File: src/rtl/seq_pattern_gen_if.sv
// Handshake/data bundle between a pattern source and seq_pattern_gen.
// master drives the request side; slave (the generator) drives the serial stream and status.
interface seq_pattern_gen_if #(
  parameter int WIDTH = 16,
  parameter int LEN_W = 5,
  parameter int CNT_W = 8
);
  logic             start;
  logic [WIDTH-1:0] pattern;
  logic [LEN_W-1:0] len;
  logic [3:0]       rpt;
  logic             X;
  logic             x_valid;
  logic             busy;
  logic             done;
  logic [CNT_W-1:0] exp_count;

  modport master (
    output start, pattern, len, rpt,
    input  X, x_valid, busy, done, exp_count
  );

  modport slave (
    input  start, pattern, len, rpt,
    output X, x_valid, busy, done, exp_count
  );
endinterface

File: src/rtl/seq_pattern_gen.sv
// Serial test-pattern transmitter: sends a captured word MSB-first for rpt+1 passes
// and counts overlapping "101" occurrences in the emitted stream.
module seq_pattern_gen #(
  parameter int WIDTH = 16,
  parameter int LEN_W = 5,
  parameter int CNT_W = 8
) (
  input logic              clk,
  input logic              rst,
  seq_pattern_gen_if.slave bus
);
  localparam int               IDX_W   = (WIDTH > 1) ? $clog2(WIDTH) : 1;
  localparam logic [LEN_W-1:0] MAX_LEN = LEN_W'(WIDTH);
  localparam logic [CNT_W-1:0] CNT_MAX = {CNT_W{1'b1}};

  typedef enum logic [1:0] {IDLE, SHIFT, DONE} state_t;

  state_t           state;
  logic [WIDTH-1:0] pat_q;
  logic [IDX_W-1:0] last_idx_q;
  logic [IDX_W-1:0] idx;
  logic [3:0]       rpt_q;
  logic [3:0]       pass;
  logic [1:0]       recent;
  logic [2:0]       hist_now;
  logic [IDX_W-1:0] start_idx;
  logic             len_ok;

  // The two previously emitted bits plus the bit on X form the 3-bit history.
  assign hist_now  = {recent, bus.X};
  assign len_ok    = (bus.len != '0) && (bus.len <= MAX_LEN);
  assign start_idx = IDX_W'(bus.len - 1'b1);

  always_ff @(posedge clk or posedge rst) begin
    if (rst) begin
      state         <= IDLE;
      pat_q         <= '0;
      last_idx_q    <= '0;
      idx           <= '0;
      rpt_q         <= '0;
      pass          <= '0;
      recent        <= '0;
      bus.X         <= 1'b0;
      bus.x_valid   <= 1'b0;
      bus.busy      <= 1'b0;
      bus.done      <= 1'b0;
      bus.exp_count <= '0;
    end else begin
      // Count a bit once its valid cycle completes, so exp_count lags X by one edge.
      if (bus.x_valid) begin
        recent <= hist_now[1:0];
        if (hist_now == 3'b101 && bus.exp_count != CNT_MAX)
          bus.exp_count <= bus.exp_count + 1'b1;
      end

      case (state)
        IDLE: begin
          if (bus.start && len_ok) begin
            pat_q         <= bus.pattern;
            last_idx_q    <= start_idx;
            rpt_q         <= bus.rpt;
            idx           <= start_idx;
            pass          <= '0;
            recent        <= '0;
            bus.exp_count <= '0;
            bus.X         <= bus.pattern[start_idx];
            bus.x_valid   <= 1'b1;
            bus.busy      <= 1'b1;
            state         <= SHIFT;
          end
        end
        SHIFT: begin
          if (idx != '0) begin
            idx   <= idx - 1'b1;
            bus.X <= pat_q[idx - 1'b1];
          end else if (pass != rpt_q) begin
            // Wrap back to the MSB for another pass; history carries across the seam.
            pass  <= pass + 1'b1;
            idx   <= last_idx_q;
            bus.X <= pat_q[last_idx_q];
          end else begin
            bus.X       <= 1'b0;
            bus.x_valid <= 1'b0;
            bus.done    <= 1'b1;
            state       <= DONE;
          end
        end
        DONE: begin
          bus.done <= 1'b0;
          bus.busy <= 1'b0;
          state    <= IDLE;
        end
        default: state <= IDLE;
      endcase
    end
  end
endmodule

File: src/flat_wrapper.sv
// flat-port wrapper written by rule: the top's interface ports become plain ports
module seq_pattern_gen_flat 
#(
  parameter int WIDTH = 16,
  parameter int LEN_W = 5,
  parameter int CNT_W = 8
)
  (clk, rst, bus_start, bus_pattern, bus_len, bus_rpt, bus_X, bus_x_valid, bus_busy, bus_done, bus_exp_count);
  seq_pattern_gen_if #(.WIDTH(WIDTH), .LEN_W(LEN_W), .CNT_W(CNT_W)) bus_i ();
  input logic clk;
  input logic rst;
  input wire logic [$bits(bus_i.start)-1:0] bus_start;
  input wire logic [$bits(bus_i.pattern)-1:0] bus_pattern;
  input wire logic [$bits(bus_i.len)-1:0] bus_len;
  input wire logic [$bits(bus_i.rpt)-1:0] bus_rpt;
  output wire logic [$bits(bus_i.X)-1:0] bus_X;
  output wire logic [$bits(bus_i.x_valid)-1:0] bus_x_valid;
  output wire logic [$bits(bus_i.busy)-1:0] bus_busy;
  output wire logic [$bits(bus_i.done)-1:0] bus_done;
  output wire logic [$bits(bus_i.exp_count)-1:0] bus_exp_count;
  assign bus_i.start = bus_start;
  assign bus_i.pattern = bus_pattern;
  assign bus_i.len = bus_len;
  assign bus_i.rpt = bus_rpt;
  assign bus_X = bus_i.X;
  assign bus_x_valid = bus_i.x_valid;
  assign bus_busy = bus_i.busy;
  assign bus_done = bus_i.done;
  assign bus_exp_count = bus_i.exp_count;
  seq_pattern_gen #(.WIDTH(WIDTH), .LEN_W(LEN_W), .CNT_W(CNT_W)) u_core (.clk(clk), .rst(rst), .bus(bus_i));
endmodule
File: config.mk
export PLATFORM = sky130hd
export DESIGN_NAME = seq_pattern_gen_flat
export DESIGN_NICKNAME = d
export VERILOG_FILES = /design/src/rtl/seq_pattern_gen_if.sv /design/src/rtl/seq_pattern_gen.sv /design/src/flat_wrapper.sv
export SDC_FILE = /design/constraint.sdc
export NUM_CORES = 1
export LEC_CHECK = 0
export CAP_MARGIN = 20
export CORE_MARGIN = 1.5
export CORE_UTILIZATION = 25
export DETAILED_ROUTE_END_ITERATION = 7
export GPL_TIMING_DRIVEN = 0
export PLACE_DENSITY = 0.41
export SYNTH_ARGS = -nofsm -noshare
export SYNTH_HDL_FRONTEND = slang
export SYNTH_SLANG_ARGS = --single-unit
File: constraint.sdc
create_clock -name clk -period 2.83 [get_ports clk]
set_input_delay 0.566 -clock clk [delete_from_list [all_inputs] [get_ports clk]]
set_output_delay 0.566 -clock clk [all_outputs]
set_load 0.01 [all_outputs]
Word level (Yosys, flattened, before mapping)
Cells that the tools add are included.
W data, S select, Z words.
{"block": "op_classes", "n_addsub": 4, "magnitude_cmp": 4, "eq_ne": 10, "muxes": 37, "reduce_logical": 17}
{"op": "$mux W8", "count": 4}
{"op": "$mux W4", "count": 6}
{"op": "$pmux W4 S2", "count": 2}
{"op": "$lt A4 B5 Y1 const B", "count": 3}
{"op": "$bmux W1 S4", "count": 3}
{"op": "$mux W2", "count": 6}
{"op": "$mux W1", "count": 11}
{"op": "$reduce_and A3 Y1", "count": 3}
{"op": "$add A8 B1 Y8 const B", "count": 1}
{"op": "$ne A8 B8 Y1 const B", "count": 1}
{"op": "$pmux W1 S2", "count": 4}
{"op": "$reduce_and A4 Y1", "count": 2}
{"op": "$sub A4 B1 Y4 const B", "count": 2}
{"op": "$reduce_and A2 Y1", "count": 3}
{"op": "$reduce_bool A2 Y1", "count": 3}
{"op": "$le A5 B5 Y1 const B", "count": 1}
{"op": "$reduce_bool A5 Y1", "count": 1}
{"op": "$add A4 B1 Y4 const B", "count": 1}
{"op": "$ne A2 B1 Y1 const B", "count": 2}
{"op": "$ne A2 B2 Y1 const B", "count": 2}
{"op": "$ne A4 B4 Y1", "count": 1}
{"op": "$pmux W2 S2", "count": 1}
{"op": "$reduce_bool A4 Y1", "count": 1}
{"op": "$eq A3 B3 Y1 const B", "count": 1}
{"op": "5 further kinds", "count": 7}
{"block": "word_totals", "reg_bits": 48, "inputBits": 28, "output_inout_bits": 12}

Depth between registers and ports, before layout
Gate-level depths: netlist of run 1.
{"block": "depth", "ltp_word": 6, "mapped_depth": 10}

Least setup slack after synthesis of run 1
OpenSTA, ideal clock, no wires.
{"block": "synth_timing", "path_type": "in2reg", "from": "input bus_len[0]", "to": "register u_core.bus.X", "setup_ns": 0.124, "arrival_time_ns": 2.394, "path_slack_ns": 0.312, "cell_stages": 7, "path_buffers": 1, "path_cell_list": "clkbuf_1 -> inv_1 -> ha_1 -> mux4_2 -> mux4_2 -> nand2_1 -> a2bb2oi_1"}
{"block": "synth_between", "elab_chain_len": 5}
{"element": "start: declaration", "line_no": "flat_wrapper.sv:14", "text": "input wire logic [$bits(bus_i.len)-1:0] bus_len;"}
{"element": "$sub A4 B1 Y4", "line_no": "seq_pattern_gen.sv:32", "text": "assign start_idx = IDX_W'(bus.len - 1'b1);"}
{"element": "via u_core.start_idx[0]", "line_no": "seq_pattern_gen.sv:26", "text": "logic [IDX_W-1:0] start_idx;"}
{"element": "$bmux W1 S4", "line_no": "seq_pattern_gen.sv:66", "text": "bus.X <= bus.pattern[start_idx];"}
{"element": "$mux W1 (implied by the code)", "line_no": "seq_pattern_gen.sv:66"}
{"element": "$mux W1", "line_no": "seq_pattern_gen.sv:58", "text": "if (bus.start && len_ok) begin"}
{"element": "$pmux W1 S2", "line_no": "seq_pattern_gen.sv:56", "text": "case (state)"}
{"element": "end signal: assignment", "line_no": "seq_pattern_gen.sv:66"}
{"element": "end signal: assignment", "line_no": "seq_pattern_gen.sv:75", "text": "bus.X <= pat_q[idx - 1'b1];"}
{"element": "end signal: assignment", "line_no": "seq_pattern_gen.sv:80", "text": "bus.X <= pat_q[last_idx_q];"}
{"element": "end: declaration", "line_no": "seq_pattern_gen_if.sv:25", "text": "output X, x_valid, busy, done, exp_count"}
The timed path passes the listed nets, and every way through them passes these cells. The select of a mux whose other input is x is not followed.
A chain may end at the register's enable or synchronous reset.

Final worst setup path of run 1
{"block": "layout_timing", "from": "register u_core.idx[0]", "to": "register u_core.bus.X"}
{"block": "layout_between", "elab_chain_len": 5}
{"element": "start: declaration", "line_no": "seq_pattern_gen.sv:21", "text": "logic [IDX_W-1:0] idx;"}
{"element": "start signal: assignment", "line_no": "seq_pattern_gen.sv:62", "text": "idx <= start_idx;"}
{"element": "start signal: assignment", "line_no": "seq_pattern_gen.sv:74", "text": "idx <= idx - 1'b1;"}
{"element": "start signal: assignment", "line_no": "seq_pattern_gen.sv:79", "text": "idx <= last_idx_q;"}
{"element": "$sub A4 B1 Y4", "line_no": "seq_pattern_gen.sv:75"}
{"element": "$bmux W1 S4", "line_no": "seq_pattern_gen.sv:75"}
{"element": "$mux W1 (implied by the code)", "line_no": "seq_pattern_gen.sv:75"}
{"element": "$mux W1 (*)", "line_no": "seq_pattern_gen.sv:73", "text": "if (idx != '0) begin"}
{"element": "$pmux W1 S2 (*)", "line_no": "seq_pattern_gen.sv:56"}
Mark *: on every way between the ends. The rest lies on a longest branch, timed or not. The select of a mux whose other input is x is not followed.

==> summary.md, run 1 <==
| Metric | Value |
|---|---|
| Setup Skew | `a little under 0.01 ns` |
| Num ports | `40` |
| Cell Area, Synth | `about 2700 µm²` |
| Layout area overhead | `26.1%` |
| N_diodes | `0` |
| Hold Path End | `u_core.bus.busy` |
| P per Cell Area | `1030 nW/µm²` |
| Post-synth top area cell | `dfrtp_1` |
| # Post-CTS Setup Buffers | `0` |
| Wirelength per Cell | `between 15 and 20 µm` |
| Nets | `350` |
| WP buf/inv | `3` |
| Hold depth | `2` |
| Synth Flop Type | `dfrtp_1` |
| R2R Setup Slk | `0.22 ns` |
| Clock-pin slew on the worst setup and hold paths | `approximately 0.1 ns` |
| PortBufs | `38` |
| CTS buffer count | `5` |
| Switch Pwr | `~1.3 mW` |
| Worst R2R Path Depth | `9` |
| Vias in the first global route | `2244` |
| Worst r2r dst | `u_core.bus.X` |
| PnR worst setup slack | `~0.22 ns` |
| Die area | `11500 µm²` |
| Final wirelength | `~7200 µm` |
| DRT Pass-1 Iters | `4` |
| Syn Nets | `305` |
| Outcome | `finished clean` |
| Largest net degree at the start of global routing | `31` |
| Synth top area cells | `dfrtp_1 (44%), nand2_1 (10%), mux4_2 (9.9%)` |
| Ys Warns | `0` |
| Final Slew Violations | `0` |
| First-pass GRT wire length | `between 10000 and 15000 µm` |
| Core ar. | `10500 µm²` |
| Post-DRT Antenna Nets | `0` |
| Power Internal | `roughly 2.2 mW` |
| Residual DRC | `0` |
| Leading cell types in the layout, fill and taps excluded | `nand2_1 (74), dfrtp_1 (47), clkdlybuf4s50_1 (38)` |
| Post-synth cell types | `48` |
| DP HPWL | `around 5300 µm` |
| Worst path required time | `3.03 ns` |
| Fin crit period | `approximately 2.6 ns` |
| Synth Register Bits | `between 40 and 50` |
| Syn Inst Count | `273` |
| Critical-path cell list | `clkbuf_4 -> inv_1 -> ha_1 -> buf_2 -> mux4_2 -> a41o_1 -> a31oi_1 -> o211ai_1 -> a2bb2oi_1` |
| Die H | `between 100 and 150 µm` |
| Fin crit share | `0.924` |
| Max Freq | `0.383 GHz` |
| # setup viols final | `0` |
| Setup TNS after final layout | `0 ns` |
| Initial antenna violation count | `0` |
| GR Util met3 | `0.0212` |
| CTS tree | `built` |
| Row cnt | `37` |
| Hold wc startpoint | `u_core.bus.busy` |
| Chip Width | `~110 µm` |
| Synth Area per Inst | `approximately 10 µm²` |
| M2 GR Usage | `0.206` |
| Maximum VDD drop | `0.304 mV` |
| Fraction of registers with async set/reset | `1.00` |
| Sequential power share | `0.365` |
| Leak | `around 1.5 nW` |
| Post-synth top area share | `0.441` |
| Worst slew pin tran | `roughly 0.73 ns` |
| CP Max Fanout | `10` |
| Critical path's top delay family | `compound AO/OA/AOI/OAI gates` |
| Share of layout cells above drive strength 1 | `0.113` |
| Commonest non-fill, non-tap cell in the layout | `nand2_1` |
| Switching share of power | `0.377` |
| Clock sinks | `between 40 and 50` |
| Gr ovfl total | `0` |
| Crit path largest cell delay | `0.58 ns` |
| Clock root buffer master | `clkbuf_8` |
| GPL Wtd Cong | `around 0.78` |
| Slowest-stage cell, CP | `mux4_2` |
| Via density per instance | `4.70` |
| Global Route Usage Sum | `0.137` |
| Worst hold path type | `reg2reg` |
| R2R Path Start | `u_core.idx[0]` |
| # H-tree levels | `2` |
| Pre-CTS setup slack | `-0.324 ns` |
| Gate power share | `0.463` |
| Clock Power Share | `0.172` |
| Worst-Skew Late Latency | `around 0.31 ns` |
| Register area share after synthesis | `0.441` |
| Arrival time worst endpoint | `2.82 ns` |
| GR Layer Usage met1 | `0.203` |
| Relative slew slack | `0.512` |
| Routed vias | `between 2000 and 2500` |
| Clock Tree Buf Depth | `2` |
| Unrepaired setup endpoints after global routing | `no` |
| Fin. Hold Viols | `0` |
| Grt peak-use layer | `met2` |
| Max_cap viols | `0` |
| Setup CP Type | `reg2reg` |
| Type of origin of the critical path | `flip-flop` |
| DRT iter0 DRCs | `between 100 and 150` |
| CP endpoint kind | `flip-flop` |
| Post-synth EDFFs | `0` |
| Starting Density | `0.260` |
power groups by stage:
stage | clock network, mW | logic [mW] | registers [mW]
6_report | 0.609 | 1.65 | 1.30
5_1_grt | 0.657 | 1.84 | 1.36
4_1_cts | 0.631 | 1.66 | 1.31
3_5_place_dp | 0 | 1.65 | 1.32
3_3_place_gp | 0 | 1.63 | 1.31
2_1_floorplan | 0 | 1.20 | 1.23
area by class of cell:
cell class / instances / area, µm²
buffer: 14 / 70.1
clock buffer: 5 / 68.8
clock inverter: 3 / 68.8
fill: 1124 / 7030
inverter: 10 / 37.5
multi-input combinational: 200 / 1420
sequential: 48 / 1200
tap: 136 / 170
timing repair buffer: 39 / 400
cell usage after synthesis (2+ instances only):
cell type,instances
inv_1,9
and3_1,2
o21ai_1,4
a22oi_1,2
clkbuf_1,11
mux4_1,4
xnor2_1,12
mux2i_1,3
nor3_1,6
nand3_1,6
ha_1,4
nand3b_1,2
mux2_2,2
o31ai_1,2
xor2_1,3
nand2b_1,2
buf_2,3
nor3b_1,2
nand2_1,74
dfrtp_1,48
nor2_1,21
mux2_1,3
mux4_2,12
o21ai_0,6
nand4_1,2
nor2b_1,2
a21oi_1,5
tightest hold or removal path, stage by stage (launching register included):
cell and delay, ns:
dfrtp_1 0.36, nand2_1 0.05, nand2_1 0.05
how the worst max path moves through the flow:
stage                             start                       to  slack (ns)  cells past startpoint
after floorplan              bus_len[0]             u_core.bus.X        0.31                      7
after global placement       bus_len[0]  u_core.bus.exp_count[4]       -0.33                      9
after detailed placement     bus_len[0]  u_core.bus.exp_count[5]       -0.32                      9
after CTS                    bus_len[1]  u_core.bus.exp_count[5]         0.1                      9
after global routing      u_core.idx[0]             u_core.bus.X        0.06                      9
final                     u_core.idx[0]             u_core.bus.X        0.22                      9
sequential cells by signal, summed over array words and instances, names as in the netlist:
| register | count |
|---|---|
| u_core.bus.done | 1 |
| u_core.rpt_q | 4 |
| u_core.pat_q | 16 |
| u_core.idx | 4 |
| u_core.bus.exp_count | 8 |
| u_core.state | 2 |
| u_core.bus.x_valid | 1 |
| u_core.recent | 2 |
| u_core.pass | 4 |
| u_core.bus.busy | 1 |
| u_core.last_idx_q | 4 |
| u_core.bus.X | 1 |
stage by stage:
stage                     total power [mW]  instances  hold slack (ns)   util  cell area [µm²]
final                                 3.55        455            0.484  0.328             3430
after CTS                             3.60        456            0.492  0.328             3430
after detailed placement              2.97        448            0.466  0.315             3290
after floorplan                       2.43        273            0.454      -             2720
after global placement                2.95        447            0.464  0.313             3270
after global routing                  3.85        455            0.526  0.328             3430
per-layer routing:
| metal | share of wire | vias to the layer above | wire, µm |
|---|---|---|---|
| met2 | 0.43 | 53 | 3060 |
| met3 | 0.042 | 8 | 303 |
| met1 | 0.52 | 1035 | 3710 |
| met4 | 0.013 | 0 | 95 |
| met5 | 0 | - | 0 |
| li1 | - | 1042 | - |
repair_timing:
item,CTS,global route
hold endpoints to repair,0,0
resized for setup,1,6
pin swaps,0,0
hold buffers,0,0
setup endpoints to repair,4,27
cells by family after synthesis:
| group | after synthesis | synth area share |
|---|---|---|
| adder cells (fa/ha/maj) | 4 | 0.0184 |
| multiplexers | 24 | 0.170 |
| AND/OR/NAND/NOR | 124 | 0.200 |
| buffers and inverters | 25 | 0.0386 |
| AO/OA/AOI/OAI | 33 | 0.0841 |
| XOR/XNOR | 15 | 0.0483 |
| flip-flops | 48 | 0.441 |
(Power assumes the default switching activity.)
==> run 2, diff against run 1 <==
--- a/config.mk
+++ b/config.mk
@@ -6,11 +6,12 @@
 export NUM_CORES = 1
 export LEC_CHECK = 0
 export CAP_MARGIN = 20
-export CORE_MARGIN = 1.5
+export CORE_MARGIN = 2
 export CORE_UTILIZATION = 25
 export DETAILED_ROUTE_END_ITERATION = 7
 export GPL_TIMING_DRIVEN = 0
 export PLACE_DENSITY = 0.41
+export SLEW_MARGIN = 25
 export SYNTH_ARGS = -nofsm -noshare
 export SYNTH_HDL_FRONTEND = slang
 export SYNTH_SLANG_ARGS = --single-unit
==> summary.md, run 2 (synthesis gave the netlist of run 1 again) <==
| Metric | Value |
|---|---|
| Num ports | `40 (unchanged)` |
| Worst slew pin tran | `0.646 ns (was 0.727 ns)` |
| Setup Skew | `0.00801 ns (was 0.00991 ns)` |
| Max Freq | `0.377 GHz (was 0.383 GHz)` |
| Max_cap viols | `0 (unchanged)` |
| Largest register FFs | `16 (unchanged)` |
| # setup viols final | `0 (unchanged)` |
| Vias in the first global route | `2258 (was 2244)` |
| First-pass GRT wire length | `12000 µm (was 12200 µm)` |
| Core ar. | `10700 µm² (was 10500 µm²)` |
| Maximum VDD drop | `0.249 mV (was 0.304 mV)` |
| Clock sinks | `48 (unchanged)` |
| Final Slew Violations | `0 (unchanged)` |
| Multi-input logic area | `1420 µm² (unchanged)` |
| Critical path's top delay family | `compound AO/OA/AOI/OAI gates (unchanged)` |
| Fin crit share | `0.937 (was 0.924)` |
| Setup CP Type | `reg2reg (unchanged)` |
| Worst path required time | `3.04 ns (was 3.03 ns)` |
| Worst hold path type | `reg2reg (unchanged)` |
| Outcome | `finished clean (unchanged)` |
| PortBufs | `38 (unchanged)` |
| # H-tree levels | `2 (unchanged)` |
| Hold buffers post-CTS | `0 (unchanged)` |
| Largest registers | `u_core.pat_q: 16 flops, u_core.bus.exp_count: 8 flops (unchanged)` |
| Worst-Skew Late Latency | `0.32 ns (was 0.31 ns)` |
| CP endpoint kind | `flip-flop (unchanged)` |
| DRT Pass-1 Iters | `4 (unchanged)` |
| Gr ovfl total | `0 (unchanged)` |
| WP buf/inv | `3 (unchanged)` |
| Type of origin of the critical path | `flip-flop (unchanged)` |
| Final wirelength | `7080 µm (was 7170 µm)` |
| Crit path largest cell delay | `0.54 ns (was 0.58 ns)` |
| P per Cell Area | `1000 nW/µm² (was 1030 nW/µm²)` |
| Initial antenna violation count | `0 (unchanged)` |
| DRT iter0 DRCs | `99 (was 110)` |
| Layout Cell Area excl Fill | `3380 µm² (was 3430 µm²)` |
| Die H | `108 µm (was 107 µm)` |
| Nets | `350 (unchanged)` |
| DP HPWL | `5170 µm (was 5260 µm)` |
| Routed vias | `2136 (was 2138)` |
| Biggest register | `u_core.pat_q (unchanged)` |
| Dpl cell area | `3280 µm² (was 3290 µm²)` |
| Fin cells | `459 (was 455)` |
| Filler Cell Count | `1178 (was 1124)` |
| Placed Cells | `451 (was 448)` |
| Unrepaired setup endpoints after global routing | `no (unchanged)` |
| Wirelength per Cell | `15.4 µm (was 15.8 µm)` |
| Post-DRT Antenna Nets | `0 (unchanged)` |
| Via density per instance | `4.65 (was 4.70)` |
| Setup TNS after final layout | `0 ns (unchanged)` |
| Fin crit period | `2.65 ns (was 2.61 ns)` |
| CP most frequent cell | `clkbuf_4` |
| Commonest non-fill, non-tap cell in the layout | `nand2_1 (unchanged)` |
| # Post-CTS Setup Buffers | `0 (unchanged)` |
| CTS buffer count | `5 (unchanged)` |
| Fin util | `0.315 (was 0.328)` |
| Relative slew slack | `0.566 (was 0.512)` |
| Global Route Usage Sum | `0.133 (was 0.137)` |
| Die area | `11700 µm² (was 11500 µm²)` |
| GPL Wtd Cong | `0.737 (was 0.779)` |
| Clock Tree Buf Depth | `2 (unchanged)` |
| Slowest-stage cell, CP | `mux4_2 (unchanged)` |
| Residual DRC | `0 (unchanged)` |
| Chip Width | `108 µm (was 107 µm)` |
| Critical-path cell list | `clkbuf_4 -> inv_1 -> ha_1 -> clkbuf_4 -> mux4_2 -> a41o_1 -> a31oi_1 -> o211ai_1 -> a2bb2oi_1 (was clkbuf_4 -> inv_1 -> ha_1 -> buf_2 -> mux4_2 -> a41o_1 -> a31oi_1 -> o211ai_1 -> a2bb2oi_1)` |
| Leading cell types in the layout, fill and taps excluded | `nand2_1 (74), dfrtp_1 (48), clkdlybuf4s50_1 (38) (was nand2_1 (74), dfrtp_1 (47), clkdlybuf4s50_1 (38))` |
| Clock root buffer master | `clkbuf_8 (unchanged)` |
| Arrival time worst endpoint | `2.86 ns (was 2.82 ns)` |
| Largest net degree at the start of global routing | `49 (was 31)` |
| Design Power | `3.40 mW (was 3.55 mW)` |
| Share of layout cells above drive strength 1 | `0.110 (was 0.113)` |
| Clock-pin slew on the worst setup and hold paths | `0.10 ns (about the same)` |
| CTS tree | `built (unchanged)` |
| Row cnt | `38 (was 37)` |
| Starting Density | `0.253 (was 0.260)` |
| Fin. Hold Viols | `0 (unchanged)` |
| Layout area overhead | `24.2% (was 26.1%)` |
| CP Max Fanout | `10 (unchanged)` |
| Register area | `1200 µm² (about the same)` |
| Leak | `1.47 nW (was 1.49 nW)` |
| N_diodes | `0 (unchanged)` |
## run 2: repair_timing
item / in CTS / in global routing
hold endpoints to repair: 0 / 0
endpoints found under the setup margin: 0 / 31
resized for setup: 0 / 10
## run 2: final timing paths
check | start | slack, ns | end | cells after the start
max in group asynchronous | rst | 1.74 | u_core.last_idx_q[2] | 2
min in group asynchronous | rst | 0.68 | u_core.bus.exp_count[7] | 2
min | u_core.bus.busy | 0.49 | u_core.bus.busy | 2
min reg2reg | u_core.bus.busy | 0.49 | u_core.bus.busy | 2
max reg2reg | u_core.idx[0] | 0.18 | u_core.bus.X | 9
max | u_core.idx[0] | 0.18 | u_core.bus.X | 9
## run 2: metal layers
layer,global-route usage,share of wire,routed length [µm]
met4,0.0339,0.012,83
met3,0.0265,0.035,245
met2,0.207,0.44,3130
met5,0,0,0
met1,0.189,0.51,3630
## run 2: area by class of cell
type	instances	share of cell area
buffer	15	0.0229
clock buffer	5	0.0204
clock inverter	3	0.00629
inverter	10	0.0118
multi-input combinational	200	0.419
sequential	48	0.355
tap	140	0.0518
timing repair buffer	38	0.113
## run 2: per-stage QoR
| step | worst slack (ns) | hold WS (ns) |
|---|---|---|
| final | 0.179 | 0.491 |
| after global routing | 0.0277 | 0.531 |
| after CTS | 0.0361 | 0.498 |
| after detailed placement | -0.294 | 0.471 |
| after global placement | -0.315 | 0.467 |
| after floorplan | 0.312 | 0.454 |
## run 2: worst reg2reg max path, cell delays in order (launching register included)
cell and delay, ns:
dfrtp_1 0.45, clkbuf_4 0.26, inv_1 0.08, ha_1 0.27, clkbuf_4 0.21, mux4_2 0.55, a41o_1 0.26, a31oi_1 0.15
o211ai_1 0.15, a2bb2oi_1 0.17
## run 2: report_power, final
group / total (mW) / switching, mW / internal (mW)
registers: 1.29 / 0.310 / 0.985
logic: 1.66 / 0.785 / 0.877
clock network: 0.438 / 0.262 / 0.176
total: 3.40 / 1.36 / 2.04
